[src/rtl/ehl_gpio_pkg.sv]
// ehl_gpio_pkg: register indices, op codes and the shared register-update rule for the GPIO bank
package ehl_gpio_pkg;
    localparam logic [3:0] GDOR = 4'd0;
    localparam logic [3:0] GOER = 4'd1;
    localparam logic [3:0] GAFR = 4'd2;
    localparam logic [3:0] GPER = 4'd3;
    localparam logic [3:0] GIER = 4'd5;
    localparam logic [3:0] GISR = 4'd6;
    localparam logic [3:0] GIFR = 4'd7;
    localparam logic [3:0] GDIR = 4'd8;
    localparam logic [3:0] GCMR = 4'd9;
    localparam logic [1:0] OP_WR  = 2'd0;
    localparam logic [1:0] OP_SET = 2'd1;
    localparam logic [1:0] OP_CLR = 2'd2;
    localparam logic [1:0] OP_INV = 2'd3;

    function automatic logic [31:0] next_val(input logic [1:0] op, input logic [31:0] mask, input logic [31:0] old);
        return op == OP_WR  ? mask :
               op == OP_SET ? old | mask :
               op == OP_CLR ? old & ~mask : old ^ mask;
    endfunction

    function automatic logic is_rw_reg(input logic [3:0] r);
        return r <= GPER || r == GIER || r == GISR || r == GCMR;
    endfunction

    function automatic logic is_rd_reg(input logic [3:0] r);
        return is_rw_reg(r) || r == GIFR || r == GDIR;
    endfunction
endpackage

[src/rtl/ehl_gpio_bank_if.sv]
// ehl_gpio_bank_if: rd/wr register bus between the bridge (master) and the GPIO bank (slave)
interface ehl_gpio_bank_if #(
    parameter int WIDTH  = 32,
    parameter int NPORTS = 2
);
    localparam int AW = 6 + $clog2(NPORTS);
    logic             wr;
    logic             rd;
    logic [AW-1:0]    addr;
    logic [WIDTH-1:0] data_in;
    logic [WIDTH-1:0] data_out;
    logic             rd_valid;
    logic             err;
    modport master (output wr, rd, addr, data_in, input data_out, rd_valid, err);
    modport slave  (input wr, rd, addr, data_in, output data_out, rd_valid, err);
endinterface

[src/rtl/ehl_gpio_port.sv]
// ehl_gpio_port: one port's registers, input synchroniser, event detection and sticky flags
module ehl_gpio_port
    import ehl_gpio_pkg::*;
#(
    parameter int WIDTH       = 32,
    parameter int SYNC_STAGES = 2
) (
    input  logic             clk,
    input  logic             reset,
    input  logic             i_we,
    input  logic [3:0]       i_reg,
    input  logic [1:0]       i_op,
    input  logic [WIDTH-1:0] i_wdata,
    output logic [WIDTH-1:0] o_rdata,
    input  logic [WIDTH-1:0] i_pins,
    output logic [WIDTH-1:0] o_gdor,
    output logic [WIDTH-1:0] o_goer,
    output logic [WIDTH-1:0] o_gafr,
    output logic [WIDTH-1:0] o_gper,
    output logic             o_irq_req
);
    logic [WIDTH-1:0] r_gdor, r_goer, r_gafr, r_gper, r_gier, r_gisr, r_gifr, r_gcmr, r_prev;
    logic [WIDTH-1:0] r_sync [SYNC_STAGES];
    logic [WIDTH-1:0] w_gdir, w_cur, w_next, w_edge, w_event;

    assign w_gdir = r_sync[SYNC_STAGES-1];

    // Addressed register: serves as read data and as the old value for atomic ops
    always_comb begin
        w_cur = i_reg == GDOR ? r_gdor :
                i_reg == GOER ? r_goer :
                i_reg == GAFR ? r_gafr :
                i_reg == GPER ? r_gper :
                i_reg == GIER ? r_gier :
                i_reg == GISR ? r_gisr :
                i_reg == GIFR ? r_gifr :
                i_reg == GDIR ? w_gdir :
                i_reg == GCMR ? r_gcmr : '0;
    end

    assign w_next    = WIDTH'(next_val(i_op, 32'(i_wdata), 32'(w_cur)));
    assign w_edge    = (r_gcmr & w_gdir & ~r_prev) | (~r_gcmr & ~w_gdir & r_prev);
    assign w_event   = (r_gisr & w_edge) | (~r_gisr & ~(w_gdir ^ r_gcmr));
    assign o_rdata   = w_cur;
    assign o_irq_req = |(r_gifr & r_gier);
    assign o_gdor    = r_gdor;
    assign o_goer    = r_goer;
    assign o_gafr    = r_gafr;
    assign o_gper    = r_gper;

    // Register update; new events are ORed in after a W1C so a same-cycle event wins
    always_ff @(posedge clk) begin
        if (reset) begin
            r_gdor <= '0;
            r_goer <= '0;
            r_gafr <= '0;
            r_gper <= '0;
            r_gier <= '0;
            r_gisr <= '0;
            r_gcmr <= '0;
            r_gifr <= '0;
        end else begin
            if (i_we && i_reg == GDOR) r_gdor <= w_next;
            if (i_we && i_reg == GOER) r_goer <= w_next;
            if (i_we && i_reg == GAFR) r_gafr <= w_next;
            if (i_we && i_reg == GPER) r_gper <= w_next;
            if (i_we && i_reg == GIER) r_gier <= w_next;
            if (i_we && i_reg == GISR) r_gisr <= w_next;
            if (i_we && i_reg == GCMR) r_gcmr <= w_next;
            r_gifr <= (i_we && i_reg == GIFR ? w_next : r_gifr) | w_event;
        end
    end

    // Pad synchroniser chain plus one-cycle history of its output for edge detection
    always_ff @(posedge clk) begin
        if (reset) begin
            for (int i = 0; i < SYNC_STAGES; i++) r_sync[i] <= '0;
            r_prev <= '0;
        end else begin
            r_sync[0] <= i_pins;
            for (int i = 1; i < SYNC_STAGES; i++) r_sync[i] <= r_sync[i-1];
            r_prev <= w_gdir;
        end
    end
endmodule

[src/rtl/ehl_gpio_bank.sv]
// ehl_gpio_bank: multi-port GPIO register bank with atomic ops, sticky interrupt flags and one irq
module ehl_gpio_bank
    import ehl_gpio_pkg::*;
#(
    parameter int WIDTH       = 32,
    parameter int NPORTS      = 2,
    parameter int SYNC_STAGES = 2,
    parameter int ATOMIC_ENA  = 1
) (
    input  logic                    clk,
    input  logic                    reset,
    ehl_gpio_bank_if.slave          bus,
    input  logic [NPORTS*WIDTH-1:0] gpio_in,
    output logic [NPORTS*WIDTH-1:0] gpio_out,
    output logic [NPORTS*WIDTH-1:0] gpio_oe,
    output logic [NPORTS*WIDTH-1:0] gpio_af,
    output logic [NPORTS*WIDTH-1:0] gpio_pe,
    output logic                    irq
);
    logic [31:0]       w_port;
    logic [3:0]        w_reg;
    logic [1:0]        w_op;
    logic              w_port_ok, w_wr_ok, w_rd_ok, w_we;
    logic [WIDTH-1:0]  w_prd [NPORTS];
    logic [WIDTH-1:0]  w_rdata;
    logic [NPORTS-1:0] w_irq_req;
    logic [WIDTH-1:0]  r_data_out;
    logic              r_rd_valid, r_err, r_irq;

    assign w_port    = 32'(bus.addr) >> 6;
    assign w_reg     = bus.addr[5:2];
    assign w_op      = bus.addr[1:0];
    assign w_port_ok = w_port < 32'(NPORTS);
    // GIFR only accepts write-1-to-clear; it is its sole clear path, so it stays legal without atomics
    assign w_wr_ok   = w_port_ok && (w_reg == GIFR ? w_op == OP_CLR :
                       is_rw_reg(w_reg) && (ATOMIC_ENA != 0 || w_op == OP_WR));
    assign w_rd_ok   = w_port_ok && w_op == OP_WR && is_rd_reg(w_reg);
    assign w_we      = bus.wr && w_wr_ok;

    for (genvar g = 0; g < NPORTS; g++) begin : g_port
        ehl_gpio_port #(.WIDTH(WIDTH), .SYNC_STAGES(SYNC_STAGES)) u_port (
            .clk      (clk),
            .reset    (reset),
            .i_we     (w_we && w_port == 32'(g)),
            .i_reg    (w_reg),
            .i_op     (w_op),
            .i_wdata  (bus.data_in),
            .o_rdata  (w_prd[g]),
            .i_pins   (gpio_in[g*WIDTH +: WIDTH]),
            .o_gdor   (gpio_out[g*WIDTH +: WIDTH]),
            .o_goer   (gpio_oe[g*WIDTH +: WIDTH]),
            .o_gafr   (gpio_af[g*WIDTH +: WIDTH]),
            .o_gper   (gpio_pe[g*WIDTH +: WIDTH]),
            .o_irq_req(w_irq_req[g])
        );
    end

    // Read mux across ports
    always_comb begin
        w_rdata = '0;
        for (int p = 0; p < NPORTS; p++) w_rdata |= w_port == 32'(p) ? w_prd[p] : '0;
    end

    // Registered bus response and combined interrupt; a simultaneous rd is dropped in favour of wr
    always_ff @(posedge clk) begin
        if (reset) begin
            r_data_out <= '0;
            r_rd_valid <= 1'b0;
            r_err      <= 1'b0;
            r_irq      <= 1'b0;
        end else begin
            r_rd_valid <= bus.rd && !bus.wr;
            r_err      <= bus.wr ? (!w_wr_ok || bus.rd) : (bus.rd && !w_rd_ok);
            if (bus.rd && !bus.wr) r_data_out <= w_rd_ok ? w_rdata : '0;
            r_irq      <= |w_irq_req;
        end
    end

    assign bus.data_out = r_data_out;
    assign bus.rd_valid = r_rd_valid;
    assign bus.err      = r_err;
    assign irq          = r_irq;
endmodule
[src/flat_wrapper.sv]
// flat-port wrapper written by rule: the top's interface ports become plain ports
module ehl_gpio_bank_flat import ehl_gpio_pkg::*;
#(
    parameter int WIDTH       = 32,
    parameter int NPORTS      = 2,
    parameter int SYNC_STAGES = 2,
    parameter int ATOMIC_ENA  = 1
)
  (clk, reset, gpio_in, gpio_out, gpio_oe, gpio_af, gpio_pe, irq, bus_wr, bus_rd, bus_addr, bus_data_in, bus_data_out, bus_rd_valid, bus_err);
  ehl_gpio_bank_if #(.WIDTH(WIDTH), .NPORTS(NPORTS)) bus_i ();
  input  logic clk;
  input  logic reset;
  input  logic [NPORTS*WIDTH-1:0] gpio_in;
  output logic [NPORTS*WIDTH-1:0] gpio_out;
  output logic [NPORTS*WIDTH-1:0] gpio_oe;
  output logic [NPORTS*WIDTH-1:0] gpio_af;
  output logic [NPORTS*WIDTH-1:0] gpio_pe;
  output logic irq;
  input wire logic [$bits(bus_i.wr)-1:0] bus_wr;
  input wire logic [$bits(bus_i.rd)-1:0] bus_rd;
  input wire logic [$bits(bus_i.addr)-1:0] bus_addr;
  input wire logic [$bits(bus_i.data_in)-1:0] bus_data_in;
  output wire logic [$bits(bus_i.data_out)-1:0] bus_data_out;
  output wire logic [$bits(bus_i.rd_valid)-1:0] bus_rd_valid;
  output wire logic [$bits(bus_i.err)-1:0] bus_err;
  assign bus_i.wr = bus_wr;
  assign bus_i.rd = bus_rd;
  assign bus_i.addr = bus_addr;
  assign bus_i.data_in = bus_data_in;
  assign bus_data_out = bus_i.data_out;
  assign bus_rd_valid = bus_i.rd_valid;
  assign bus_err = bus_i.err;
  ehl_gpio_bank #(.WIDTH(WIDTH), .NPORTS(NPORTS), .SYNC_STAGES(SYNC_STAGES), .ATOMIC_ENA(ATOMIC_ENA)) u_core (.clk(clk), .reset(reset), .bus(bus_i), .gpio_in(gpio_in), .gpio_out(gpio_out), .gpio_oe(gpio_oe), .gpio_af(gpio_af), .gpio_pe(gpio_pe), .irq(irq));
endmodule
[config.mk]
export PLATFORM = sky130hd
export DESIGN_NAME = ehl_gpio_bank_flat
export DESIGN_NICKNAME = d
export VERILOG_FILES = /design/src/rtl/ehl_gpio_pkg.sv /design/src/rtl/ehl_gpio_bank_if.sv /design/src/rtl/ehl_gpio_port.sv /design/src/rtl/ehl_gpio_bank.sv /design/src/flat_wrapper.sv
export SDC_FILE = /design/constraint.sdc
export NUM_CORES = 2
export LEC_CHECK = 0
export CAP_MARGIN = 20
export CELL_PAD_IN_SITES_DETAIL_PLACEMENT = 1
export CELL_PAD_IN_SITES_GLOBAL_PLACEMENT = 1
export CORE_MARGIN = 2
export CORE_UTILIZATION = 44
export DETAILED_ROUTE_END_ITERATION = 10
export GPL_TIMING_DRIVEN = 1
export PLACE_DENSITY = 0.87
export SLEW_MARGIN = 25
export SYNTH_ARGS = -nofsm -noshare
export SYNTH_HDL_FRONTEND = slang
export SYNTH_SLANG_ARGS = --single-unit
[constraint.sdc]
create_clock -name clk -period 5.5 [get_ports clk]
set_clock_uncertainty 0.05 [all_clocks]
set_input_delay 1.65 -clock clk [delete_from_list [all_inputs] [get_ports clk]]
set_output_delay 1.65 -clock clk [all_outputs]
set_load 0.01 [all_outputs]
==> metrics.cfg <==
[status]
status=finished, final reports clean

[place]
preCtsSetupSlack_ps=-42.97
port_buffers=397
place_hpwl_um=123400
post_dp_cell_area_um2=43120
gp_congestion=1.020

[sta]
drv_slew=0
relSlewSlack=0.1074
tightest_slew_ps=1339
finalSetupViolations=0
max_freq_mhz=195.3
whs_ps=365.8
timing.final.crit_share=0.9309
setup_ws_ps=380.1
rsz0062_at_grt=no
min_period_ps=5120
final_hold_viol_count=0

[synth]
synth_most_common_cell=dfxtp_1
synth.avg_cell_area_um2=9.062
ys_ff_latch=739
yosys_warnings=0
synth_edf_count=0
ys_top_cells_by_count=739 x dfxtp_1, 654 x nor2_1, 518 x a211oi_1
synth_cells=4046
async_reset_ff_frac=0
netlist_area_um2=36670
synthTopCellsByArea=dfxtp_1 40%, a211oi_1 11%, ha_1 8.7%
ys.flop_type=dfxtp_1
yosys.area.top_type_share=0.4035
syn_nets=4409
synth_cell_types=78
ys_seq_area_frac=0.4035
synth_top_cell_by_area=dfxtp_1

[clock_tree]
cts_resized=0
hold_buffers=0
path_clk_slew_ps=60
clkLatencyLatePin_ps=670
cts_buffer_depth=3
cts_setup_buffers=0
htree_levels=3
root_buffer=clkbuf_16
cts.sinks=739
numCtsBuffers=81
cts_tree=done

[drt]
drc=0
finalWirelength_um=179500
num_vias=37220
ant_nets=0
vias_per_cell=6.631
first_pass_iters=9
drtIter0Drc=4859
post_drt_wl_per_cell_um=31.98

[critical_path]
crit_top_cell=buf_4
slowest_delay_ps=1040
startpoint_type=input pin
cp.required_ps=5920
cp_num_buf_inv=6
crit_path_top_delay_cell=a21oi_1
worstPathMaxFanout=23
path_class=input pin to register
cp.arrival_ps=5540
end_kind=register
crit_chain=clkbuf_8 > buf_12 > buf_4 > mux2_2 > a221oi_1 > o21ai_0 > buf_4 > buf_4 > inv_1 > ha_1 > mux2i_1 > a21oi_1 > nor2b_1 > a211oi_1
crit_family=compound AO/OA/AOI/OAI gates

[pwr]
p_clk_frac=0.440
p_comb_frac=0.134
switching_share=0.2786
p_per_area_nw_per_um2=286.1
peakVddDrop_v=0.0002287
p_leak_uw=0.01707
p_seq_frac=0.426
intPower_uw=9471
p_switching_uw=3658

[global_route]
grt_pass1_wl_um=257700
grt_usage=0.4045
gr-total-overflow=0
grt_max_degree=187
antenna_found_initial=18
grt_pass1_vias=37630

[floorplanning]
core-area_um2=82240
fp.dieArea_um2=85660
fp.dieH_um=292.7
die_w_um=292.7
start_util=0.4458
core.rowCount=105
pin_count=398

[min_path]
hold_class=register to register

[cells_and_area]
regMostFlops=u_core.g_port.u_port.r_sync
largest_reg_flops=128
fin_nets=4843
syn_to_final_growth_pct=25.17
drive_gt1_frac=0.1175
postLayoutCellArea_um2=45890

[job]
cap_violations=0

-- power groups by stage --
stage	Clock [uW]	Sequential [uW]	Combinational, uW
after floorplan	0	5640	795
after global placement	0	5690	1550
after detailed placement	0	5700	1610
after CTS	5780	5580	1660
after global routing	6010	5590	1780
final	5780	5590	1750
-- layer usage --
metal | GRT usage | wire length, um
met1 | 0.4783 | 64110
met4 | 0.3260 | 17440
met5 | 0 | 109
met2 | 0.6029 | 75610
met3 | 0.1288 | 22230
-- worst paths after layout --
path / startpoint / endpoint / slack [ps] / cells after the start
setup / recovery: bus_addr[2] / u_core.g_port[0].u_port.r_gifr[21]$_SDFF_PP0_ / 380 / 14
hold / removal: u_core.g_port[0].u_port.r_sync[0][5]$_SDFF_PP0_ / u_core.g_port[0].u_port.r_sync[0][37]$_SDFF_PP0_ / 370 / 1
setup reg to reg: u_core.g_port[0].u_port.r_sync[0][53]$_SDFF_PP0_ / u_core.g_port[0].u_port.r_gifr[21]$_SDFF_PP0_ / 1490 / 13
hold reg to reg: u_core.g_port[0].u_port.r_sync[0][5]$_SDFF_PP0_ / u_core.g_port[0].u_port.r_sync[0][37]$_SDFF_PP0_ / 370 / 1
-- placed cells by master (no fill, tap or decap), drive strengths merged, types with 119 or more instances in the layout --
cell / count
a211oi: 518
a21oi: 231
buf: 283
clkbuf: 119
clkdlybuf4s50: 390
dfxtp: 739
ha: 256
inv: 242
mux2i: 244
nor2: 656
nor2b: 205
-- cells by family (layout without fill, tap and decap cells) --
kind of cell / after synthesis / count (layout) / synth area share
compound gates: 1101 / 1101 / 0.2135
fa+ha+maj: 256 / 256 / 0.08736
buf+inv: 566 / 1058 / 0.06572
flops: 739 / 739 / 0.4035
mux: 311 / 311 / 0.08750
other cells: 0 / 5 / 0
simple gates: 1073 / 1073 / 0.1425
-- metrics by stage --
stage | setup TNS [ps] | total power, uW | util | instances
detailed placement | -42.97 | 7310 | 0.5243 | 5467
CTS | 0 | 13020 | 0.5577 | 5608
finish | 0 | 13130 | 0.5580 | 5613
floorplan | 0 | 6434 | - | 4046
global route | 0 | 13380 | 0.5579 | 5608
global placement | 0 | 7243 | 0.5241 | 5467
-- worst reg2reg max path: stages, from the launching register on --
cell and delay, ps:
dfxtp_1 380, mux2_2 290, a21oi_1 140, nor2_1 50
a221oi_1 650, o21ai_0 270, buf_4 210, buf_4 140
inv_1 50, ha_1 130, mux2i_1 70, a21oi_1 1040
nor2b_1 270, a211oi_1 90
-- cell type report --
cell class | instances | area (um2)
Inverter | 243 | 912.1
Sequential cell | 739 | 14790
Timing Repair Buffer | 674 | 6536
Tap cell | 1070 | 1339
Multi-Input combinational cell | 2741 | 19550
Antenna cell | 5 | 12.51
Fill cell | 9120 | 36350
Clock inverter | 23 | 312.8
Clock buffer | 118 | 2439
Power figures use the tool's default switching activity.
